## src/rtl/seq_pkg.sv

```systemverilog
// Shared types and helpers for the Gray-code sequencer: direction enum,
// per-width maximum, and binary/Gray conversions sized for the widest instance.
package seq_pkg;

  localparam int MAX_WIDTH = 16;

  typedef enum logic {
    DIR_REV = 1'b0,
    DIR_FWD = 1'b1
  } dir_e;

  // All-ones value for a w-bit state, zero-extended to MAX_WIDTH.
  function automatic logic [MAX_WIDTH-1:0] max_of(input int w);
    return MAX_WIDTH'((32'd1 << w) - 32'd1);
  endfunction

  function automatic logic [MAX_WIDTH-1:0] bin2gray(input logic [MAX_WIDTH-1:0] w);
    return w ^ (w >> 1);
  endfunction

  function automatic logic [MAX_WIDTH-1:0] gray2bin(input logic [MAX_WIDTH-1:0] w);
    logic [MAX_WIDTH-1:0] b;
    b[MAX_WIDTH-1] = w[MAX_WIDTH-1];
    for (int i = MAX_WIDTH - 2; i >= 0; i--) begin
      b[i] = b[i+1] ^ w[i];
    end
    return b;
  endfunction

endpackage

```

## src/rtl/gray_step_core.sv

```systemverilog
// Combinational next-state for the sequencer: clear/enable priority,
// direction-dependent step, wrap or saturate at the ends, and the boundary event.
module gray_step_core
  import seq_pkg::*;
#(
  parameter int WIDTH = 2,
  parameter int WRAP  = 1
) (
  input  logic [WIDTH-1:0] bin,
  input  logic             en,
  input  logic             clr,
  input  logic             c,
  output logic [WIDTH-1:0] bin_n,
  output logic             tc_n
);

  localparam logic [WIDTH-1:0] MAX = WIDTH'(max_of(WIDTH));

  dir_e dir;
  assign dir = dir_e'(c);

  // The boundary event is the same condition in both modes: a step attempted
  // from the end in the direction of travel. WRAP only picks where it lands.
  always_comb begin
    bin_n = bin;
    tc_n  = 1'b0;
    if (clr) begin
      bin_n = '0;
    end else if (en) begin
      if (dir == DIR_FWD) begin
        if (bin == MAX) begin
          tc_n  = 1'b1;
          bin_n = (WRAP != 0) ? '0 : MAX;
        end else begin
          bin_n = bin + WIDTH'(1);
        end
      end else begin
        if (bin == '0) begin
          tc_n  = 1'b1;
          bin_n = (WRAP != 0) ? MAX : '0;
        end else begin
          bin_n = bin - WIDTH'(1);
        end
      end
    end
  end

endmodule

```

## src/rtl/gray_seq_circuit.sv

```systemverilog
// Parametrised Gray-code sequencer: registered binary and Gray state,
// threshold flag Y and one-cycle boundary pulse tc.
module gray_seq_circuit
  import seq_pkg::*;
#(
  parameter int WIDTH = 2,
  parameter int WRAP  = 1
) (
  input  logic             clk,
  input  logic             rst,
  input  logic             en,
  input  logic             clr,
  input  logic             C,
  input  logic [WIDTH-1:0] thresh,
  output logic [WIDTH-1:0] state_gray,
  output logic [WIDTH-1:0] state_bin,
  output logic             Y,
  output logic             tc
);

  logic [WIDTH-1:0] bin;
  logic [WIDTH-1:0] bin_n;
  logic [WIDTH-1:0] gray_q;
  logic             tc_n;
  logic             y_q;
  logic             tc_q;

  gray_step_core #(
    .WIDTH (WIDTH),
    .WRAP  (WRAP)
  ) u_core (
    .bin   (bin),
    .en    (en),
    .clr   (clr),
    .c     (C),
    .bin_n (bin_n),
    .tc_n  (tc_n)
  );

  // Gray and Y are computed from bin_n so they change together with the state.
  always_ff @(posedge clk or posedge rst) begin
    if (rst) begin
      bin    <= '0;
      gray_q <= '0;
      y_q    <= 1'b0;
      tc_q   <= 1'b0;
    end else begin
      bin    <= bin_n;
      gray_q <= WIDTH'(bin2gray(MAX_WIDTH'(bin_n)));
      y_q    <= (bin_n >= thresh);
      tc_q   <= tc_n;
    end
  end

  assign state_bin  = bin;
  assign state_gray = gray_q;
  assign Y          = y_q;
  assign tc         = tc_q;

endmodule

```

## config.mk

```make
export PLATFORM = sky130hd
export DESIGN_NAME = gray_seq_circuit
export DESIGN_NICKNAME = d
export VERILOG_FILES = /design/src/rtl/seq_pkg.sv /design/src/rtl/gray_step_core.sv /design/src/rtl/gray_seq_circuit.sv
export SDC_FILE = /design/constraint.sdc
export NUM_CORES = 1
export LEC_CHECK = 0
export BUFFER_PORTS_ARGS = -buffer_cell sky130_fd_sc_hd__buf_4
export CAP_MARGIN = 20
export CELL_PAD_IN_SITES_DETAIL_PLACEMENT = 1
export CELL_PAD_IN_SITES_GLOBAL_PLACEMENT = 2
export CORE_MARGIN = 2
export CORE_UTILIZATION = 24
export DETAILED_ROUTE_END_ITERATION = 10
export PLACE_DENSITY = 0.77
export SLEW_MARGIN = 20
export SYNTH_ARGS = -nofsm -noshare
export SYNTH_HDL_FRONTEND = slang
export SYNTH_SLANG_ARGS = --single-unit
```

## constraint.sdc

```tcl
create_clock -name clk -period 2 [get_ports clk]
set_input_delay 0 -clock clk [delete_from_list [all_inputs] [get_ports clk]]
set_output_delay 0 -clock clk [all_outputs]
set_load 0.005 [all_outputs]
```

==> results of run 1 <==
==> power groups by stage <==
stage                     combinational [W]  clock (W)  sequential [W]
after CTS                          0.000103   0.000121        0.000124
after detailed placement          0.0000990          0        0.000125
final                             0.0000999   0.000116        0.000123
after global routing               0.000112   0.000134        0.000125
after global placement            0.0000951          0        0.000123
after floorplan                   0.0000478          0        0.000128
==> logic make-up (layout without fill, tap and decap cells) <==
kind of cell	count (synthesis)	in the layout	share of synthesized area
AO/OA/AOI/OAI	1	1	0.0240
AND/OR/NAND/NOR	9	9	0.200
flip-flops	5	5	0.400
buffers and inverters	7	24	0.0960
XOR/XNOR	2	2	0.0560
adder cells (fa/ha/maj)	4	4	0.160
multiplexers	2	2	0.0640
==> what timing repair did <==
item,CTS,global route
buffers inserted,0,0
hold buffers,2,0
hold endpoints to repair,7,0
==> cell type report <==
cell class	instances	area, sq um
tap	15	18.8
sequential	5	125
multi-input combinational	18	158
fill	147	788
inverter	5	18.8
timing repair buffer	15	118
clock buffer	4	26.3
==> metal layers <==
layer	up-vias	global-route usage	wire [um]
li1	135	-	-
met1	130	0.125	268
met2	6	0.161	402
met3	0	0.0333	21
met4	0	0.103	0
met5	-	0	0
==> flip-flops by register name, summed over array words and instances, names as in the netlist <==
name	cells
state_gray	1
state_bin	2
Y	1
tc	1
==> worst min path at each step <==
stage,startpoint,endpoint,slack (ns),depth (start not counted)
CTS,en,tc,0.07,2
global route,en,tc,0.08,2
finish,en,tc,0.08,2
detailed placement,rst,state_gray[0],-0.07,2
floorplan,rst,Y,-0.22,1
global placement,rst,state_gray[0],-0.09,2
==> worst max-delay path, delay by kind of cell, from the launching register on <==
| family | cells | cell delay (ns) |
|---|---|---|
| compound gates | 1 | 0.15 |
| xor+xnor | 1 | 0.25 |
| fa+ha+maj | 2 | 0.55 |
| buf+inv | 1 | 0.09 |
| flops | 1 | 0.43 |
| mux | 1 | 0.13 |
| simple gates | 1 | 0.16 |
==> synthesized netlist by cell type <==
cell type | instances | area (sq um)
xor2_1 | 1 | 8.76
nor3b_1 | 1 | 7.51
mux2i_1 | 2 | 20.0
inv_1 | 5 | 18.8
ha_1 | 4 | 50.1
or4_1 | 1 | 7.51
clkbuf_1 | 1 | 3.75
dfrtp_1 | 5 | 125
xnor2_1 | 1 | 8.76
nor4b_1 | 1 | 8.76
nor2_1 | 1 | 3.75
buf_4 | 1 | 7.51
nor4_1 | 2 | 12.5
nand2b_1 | 2 | 12.5
and4b_1 | 1 | 10.0
a21o_1 | 1 | 7.51
==> metrics by stage <==
step | worst slack, ns | util | cells | total power (W)
floorplan | 0.257 | - | 30 | 0.000175
global placement | 0.232 | 0.334 | 56 | 0.000219
detailed placement | 0.128 | 0.334 | 56 | 0.000224
CTS | 0.0971 | 0.371 | 62 | 0.000348
global route | 0.0343 | 0.371 | 62 | 0.000370
finish | 0.135 | 0.371 | 62 | 0.000339
==> results.sh, run 1 <==
export IMPL_outcome="completed"
export IMPL_clock_sinks=5
export IMPL_grt_ovfl_total=0
export IMPL_rows=13
export IMPL_dpl_hpwl_um=582
export IMPL_htree_levels=1
export IMPL_yosys_warnings=0
export IMPL_place_area_sq_um=418
export IMPL_cts_resized=0
export IMPL_ant_nets=0
export IMPL_tightest_slew_ns=0.246
export IMPL_critPathCaptureType="flip-flop"
export IMPL_grt_pass1_vias=254
export IMPL_fin_crit_sh=0.932
export IMPL_vias=271
export IMPL_synth_seq_area_share=0.400
export IMPL_die_h_um=40.1
export IMPL_core_sq_um=1250
export IMPL_cp_cell_sequence="inv_1 -> ha_1 -> xnor2_1 -> mux2i_1 -> nor2_1 -> ha_1 -> a21o_1"
export IMPL_cp_startpoint="state_bin[1]"
export IMPL_rsz0062_at_grt="false"
export IMPL_drive_gt1_frac=0.340
export IMPL_drt_initial_drc_count=8
export IMPL_finalCriticalPeriod_ns=1.86
export IMPL_skew_ns=0.000622
export IMPL_fmax_ghz=0.536
export IMPL_clockPowerShare=0.342
export IMPL_drt_wirelength_per_cell_um=11.2
export IMPL_drt_pass1_iterations=3
export IMPL_die_width_um=40.1
export IMPL_p_per_area_nw_per_um2=730
export IMPL_sw_frac_of_total=0.270
export IMPL_crit_top_cell="ha_1"
export IMPL_syn_area_per_cell_sq_um=10.4
export IMPL_nets=59
export IMPL_area_delta_synth_final_pct=48.4
export IMPL_synth_seq_cells=5
export IMPL_hold_viol=0
export IMPL_slowest_delay_ns=0.43
export IMPL_clk_path_buf_depth=2
export IMPL_path_class="flip-flop to flip-flop"
export IMPL_arrival_ns=1.99
export IMPL_gp_congestion=0.687
export IMPL_diodes=0
export IMPL_synthCells=30
export IMPL_antenna_found_initial=0
export IMPL_slew_headroom=0.835
export IMPL_ios=13
export IMPL_clock_latency_ns=0.24
export IMPL_reg2reg_slack_ns=0.14
export IMPL_cp_slowest_cell="dfrtp_1"
export IMPL_rr_worst_depth=7
export IMPL_layout_commonest_cell="buf_4"
export IMPL_final_setup_viol_count=0
export IMPL_finalMaxSlewViolations=0
export IMPL_p_seq_frac=0.363
export IMPL_worstPathMaxFanout=6
export IMPL_p_int_w=0.000247
export IMPL_combinationalPowerShare=0.295
export IMPL_grt_first_pass_wirelength_um=1080
export IMPL_via_per_inst=4.37
export IMPL_numPortBuffers=12
export IMPL_cp_start_kind="flip-flop"
export IMPL_r2r_start="state_bin[1]"
export IMPL_setup_tns_ns=0
export IMPL_required_ns=2.13
export IMPL_final_cell_mix="13 x buf_4, 5 x dfrtp_1, 5 x inv_1"
export IMPL_cts_buffers=3
export IMPL_regToRegEndpoint="Y"
export IMPL_hold_class="primary input to flip-flop"
export IMPL_synth_net_count=41
export IMPL_irDropWorstVdd_mv=0.245
export IMPL_ys_types=16
export IMPL_drc=0
export IMPL_cap_viol_max_count=0
export IMPL_root_buffer="clkbuf_4"
export IMPL_cts_tree="done"
export IMPL_grt_max_degree=8
export IMPL_p_leak_nw=0.256
export IMPL_holdWs_ns=0.0845
export IMPL_design_area_sq_um=464
export IMPL_initial_utilization=0.250
export IMPL_wl_um=692
export IMPL_path_clk_slew_ns=0.04
export IMPL_die_area_sq_um=1610
export IMPL_groute_usage_overall=0.110
export IMPL_switchingPower_w=0.0000917
export IMPL_cp_endpoint="Y"
export IMPL_syn_cell_area_sq_um=313
Note: power is estimated with default switching activity, not from simulation.
==> run 2, diff against run 1 <==
- REMOVE_ABC_BUFFERS: unset -> 1
==> results.sh, run 2 (synthesis results as in run 1) <==
export IMPL_drt_pass1_iterations=3
export IMPL_ios=13
export IMPL_wl_met1_um=280
export IMPL_area_delta_synth_final_pct=50.8
export IMPL_grt_pass1_vias=255
export IMPL_final_setup_viol_count=0
export IMPL_die_area_sq_um=1610
export IMPL_drt_wirelength_per_cell_um=11.6
export IMPL_drive_gt1_frac=0.362
export IMPL_place_ws_ns=0.0373
export IMPL_topRoutingLayerUsed="met3"
export IMPL_vias=266
export IMPL_finalCriticalPeriod_ns=1.86
export IMPL_instances_no_fill=62
export IMPL_r2r_start="state_bin[1]"
export IMPL_wl_um=720
export IMPL_rows=13
export IMPL_slew_headroom=0.819
export IMPL_hold_viol=0
export IMPL_drc=0
export IMPL_outcome="completed"
export IMPL_rsz0062_at_grt="false"
export IMPL_setup_ws_ns=0.136
export IMPL_cp_start_kind="flip-flop"
export IMPL_fmax_ghz=0.536
export IMPL_via_per_inst=4.29
export IMPL_core_sq_um=1250
export IMPL_post_cts_setup_buffer_count=0
export IMPL_cp_cell_sequence="inv_1 -> ha_1 -> xnor2_2 -> and4b_1 -> or4_1"
export IMPL_layout_commonest_cell="buf_4"
export IMPL_fin_crit_sh=0.932
export IMPL_reg2reg_slack_ns=0.14
export IMPL_wl_met2_um=433
export IMPL_dp_cells=56
export IMPL_grt_first_pass_wirelength_um=1180
export IMPL_numPortBuffers=12
export IMPL_p_per_area_nw_per_um2=739
export IMPL_groute_usage_overall=0.117
export IMPL_p_leak_nw=0.262
export IMPL_cts_buffers=3
export IMPL_drt_initial_drc_count=3
export IMPL_clk_path_buf_depth=2
export IMPL_worstPathMaxFanout=6
export IMPL_grt_max_degree=8
export IMPL_die_width_um=40.1
export IMPL_tightest_slew_ns=0.268
export IMPL_gp_congestion=0.732
export IMPL_initial_utilization=0.250
export IMPL_cp_slowest_cell="or4_1"
export IMPL_critPathCaptureType="flip-flop"
export IMPL_nets=59
export IMPL_path_clk_slew_ns=0.04
export IMPL_cp_endpoint="state_gray[0]"
export IMPL_regToRegEndpoint="state_gray[0]"
export IMPL_cts_tree="done"
export IMPL_cap_viol_max_count=0
export IMPL_grt_ovfl_total=0
export IMPL_clock_latency_ns=0.24
export IMPL_skew_ns=0.000136
export IMPL_setup_tns_ns=0
export IMPL_finalMaxSlewViolations=0
export IMPL_diodes=0
export IMPL_cp_startpoint="state_bin[1]"
export IMPL_clock_sinks=5
export IMPL_antenna_found_initial=0
export IMPL_die_h_um=40.1
export IMPL_required_ns=2.10
export IMPL_path_class="flip-flop to flip-flop"
export IMPL_root_buffer="clkbuf_4"
export IMPL_dpl_hpwl_um=614
export IMPL_largest_register_ffs=2
export IMPL_final_cell_mix="13 x buf_4, 5 x dfrtp_1, 5 x inv_1"
export IMPL_irDropWorstVdd_mv=0.313
export IMPL_arrival_ns=1.97
export IMPL_hold_class="primary input to flip-flop"
export IMPL_rr_worst_depth=5
export IMPL_slowest_delay_ns=0.51
export IMPL_ant_nets=0
export IMPL_wl_met3_um=6
export IMPL_htree_levels=1
run 2: changes by cell type in the layout (fill, tap and decap cells not counted):
cell     change
xnor2_2      +1
xnor2_1      -1
run 2: per-stage QoR:
step           cell area, sq um  power [W]  hold slack, ns   util
2_1_floorplan               302   0.000170          -0.221      -
3_3_place_gp                418   0.000219         -0.0963  0.334
3_5_place_dp                418   0.000227         -0.0787  0.334
4_1_cts                     464   0.000354          0.0668  0.371
5_1_grt                     472   0.000378          0.0656  0.377
6_report                    472   0.000348          0.0768  0.377
run 2: worst min-delay path by stage:
stage,endpoint,start,cells after the start,slack (ns)
after detailed placement,state_gray[0],rst,2,-0.08
after global placement,state_gray[0],rst,2,-0.1
after floorplan,Y,rst,1,-0.22
after global routing,tc,en,2,0.07
after CTS,tc,en,2,0.07
final,tc,en,2,0.08
run 2: what timing repair did:
item                                   CTS  global route
hold buffers                             2             0
endpoints found under the hold margin    7             0
setup endpoints to repair                0             1
gates resized for setup                  0             1
run 2: worst max-delay path, delay by kind of cell (launching register included):
| kind | cells | cell delay (ns) |
|---|---|---|
| fa+ha+maj | 1 | 0.32 |
| simple gates | 2 | 0.70 |
| flops | 1 | 0.44 |
| buf+inv | 1 | 0.09 |
| xor+xnor | 1 | 0.17 |
run 2: layer usage:
layer	track usage	vias up
met5	0	-
met4	0.0776	0
met3	0.0167	0
met2	0.206	2
met1	0.128	129
li1	-	135
run 2: power breakdown:
| part | switching [W] | leakage [nW] | internal [W] |
|---|---|---|---|
| combinational | 0.0000465 | 0.182 | 0.0000612 |
| clock | 0.0000408 | 0.0150 | 0.0000754 |
| sequential | 0.00000919 | 0.0648 | 0.000115 |
run 2: layout make-up:
| cell class | instances | area, sq um |
|---|---|---|
| fillers | 150 | 781 |
| multi-input cells | 18 | 165 |
| flip-flops and latches | 5 | 125 |
| repair buffers | 15 | 118 |
| clock buffers | 4 | 26.3 |
| inverters | 5 | 18.8 |
| well taps | 15 | 18.8 |
==> run 3, diff against run 2 <==
==> constraint.sdc (replaced) <==
create_clock -name clk -period 2 [get_ports clk]
set_input_delay 0.4 -clock clk [delete_from_list [all_inputs] [get_ports clk]]
set_output_delay 0.4 -clock clk [all_outputs]
set_load 0.005 [all_outputs]
==> results.sh, run 3 (synthesis results as in run 1) <==
export IMPL_outcome="completed"
export IMPL_final_setup_viol_count=0
export IMPL_core_sq_um=1250
export IMPL_cts_buffers=3
export IMPL_tightest_slew_ns=0.268
export IMPL_drt_initial_drc_count=3
export IMPL_drive_gt1_frac=0.378
export IMPL_fmax_ghz=0.536
export IMPL_slew_headroom=0.819
export IMPL_finalMaxSlewViolations=0
export IMPL_met1_usage=0.125
export IMPL_htree_levels=1
export IMPL_grt_busiest_layer="met2"
export IMPL_final_cell_mix="13 x buf_4, 5 x dfrtp_1, 5 x inv_1"
export IMPL_dp_cells=56
export IMPL_rsz0062_at_grt="false"
export IMPL_r2r_start="state_bin[1]"
export IMPL_skew_ns=0.000136
export IMPL_root_buffer="clkbuf_4"
export IMPL_post_cts_setup_buffer_count=0
export IMPL_wl_um=716
export IMPL_fin_crit_sh=0.932
export IMPL_arrival_ns=1.97
export IMPL_die_area_sq_um=1610
export IMPL_cap_viol_max_count=0
export IMPL_drc=0
export IMPL_power_w=0.000345
export IMPL_utilization=0.361
export IMPL_worstPathMaxFanout=6
export IMPL_via_per_inst=4.30
export IMPL_area_delta_synth_final_pct=44.4
export IMPL_required_ns=2.10
export IMPL_grt_max_degree=8
export IMPL_setup_tns_ns=0
export IMPL_vias=258
export IMPL_dpl_hpwl_um=614
export IMPL_diodes=0
export IMPL_p_per_area_nw_per_um2=765
export IMPL_holdWs_ns=0.0659
export IMPL_layout_commonest_cell="buf_4"
export IMPL_finalCriticalPeriod_ns=1.86
export IMPL_initial_utilization=0.250
export IMPL_grt_pass1_vias=253
export IMPL_p_leak_nw=0.253
export IMPL_hold_viol=0
export IMPL_cp_startpoint="state_bin[1]"
export IMPL_critPathCaptureType="flip-flop"
export IMPL_die_width_um=40.1
export IMPL_path_class="flip-flop to flip-flop"
export IMPL_clock_latency_ns=0.24
export IMPL_gp_congestion=0.732
export IMPL_drt_pass1_iterations=3
export IMPL_antenna_found_initial=0
export IMPL_hold_class="primary input to asynchronous set/reset pin"
export IMPL_numPortBuffers=12
export IMPL_use_met2=0.206
export IMPL_nets=57
export IMPL_rows=13
export IMPL_instances_no_fill=60
export IMPL_use_met3=0.0167
export IMPL_ios=13
export IMPL_path_clk_slew_ns=0.04
export IMPL_grt_ovfl_total=0
export IMPL_die_h_um=40.1
export IMPL_clock_sinks=5
export IMPL_largest_register_ffs=2
export IMPL_groute_usage_overall=0.116
export IMPL_ant_nets=0
export IMPL_n_fill_cell=150
export IMPL_grt_first_pass_wirelength_um=1170
export IMPL_drt_wirelength_per_cell_um=11.9
export IMPL_cts_tree="done"
export IMPL_cp_start_kind="flip-flop"
export IMPL_clk_path_buf_depth=2
export IMPL_irDropWorstVdd_mv=0.313
==> run 3: cell count changes in the layout (fill, tap and decap cells not counted), sizes merged <==
| cell | previous run | this run |
|---|---|---|
| dlygate4sd3 | 2 | 0 |
==> run 3: metal layers <==
metal	wire length, um	vias up	share of wire
met4	0	0	0
met2	435	2	0.61
met3	6	0	0.0084
met5	0	-	0
li1	-	131	-
met1	274	125	0.38
==> run 3: path summary, 6_finish.rpt <==
path / to / slack [ns] / depth (start not counted)
hold / removal: state_bin[1] / 0.07 / 2
max in group asynchronous: Y / 1.76 / 2
hold reg to reg: state_bin[1] / 0.70 / 2
min in group clk: tc / 0.37 / 2
setup / recovery: state_gray[0] / 0.14 / 5
setup reg to reg: state_gray[0] / 0.14 / 5
==> run 3: timing repair <==
action | CTS | global route
resized for setup | 0 | 1
setup endpoints to repair | 0 | 1
hold buffers | 0 | 0
==> run 3: through the flow <==
| stage | setup slack [ns] | area (sq um) |
|---|---|---|
| after floorplan | 0.257 | 302 |
| after global placement | 0.202 | 418 |
| after detailed placement | 0.0373 | 418 |
| after CTS | 0.0487 | 444 |
| after global routing | 0.00647 | 452 |
| final | 0.136 | 452 |
==> run 3: where the power goes <==
| part | total, W | internal (W) | switching, W |
|---|---|---|---|
| combinational | 0.000105 | 0.0000587 | 0.0000460 |
| clock | 0.000116 | 0.0000754 | 0.0000408 |
| sequential | 0.000124 | 0.000115 | 0.00000919 |
==> run 3: final cells by class <==
class,count,area (sq um),share of cell area
timing repair buffer,13,97.6,0.216
sequential,5,125,0.277
multi-input combinational,18,165,0.366
clock buffer,4,26.3,0.0582
inverter,5,18.8,0.0416
tap,15,18.8,0.0416
==> run 3: worst max-delay path, cell delays in order (launching register included) <==
cell and delay, ns:
dfrtp_1 0.44, inv_1 0.09, ha_1 0.32, xnor2_2 0.17, and4b_1 0.19, or4_1 0.51
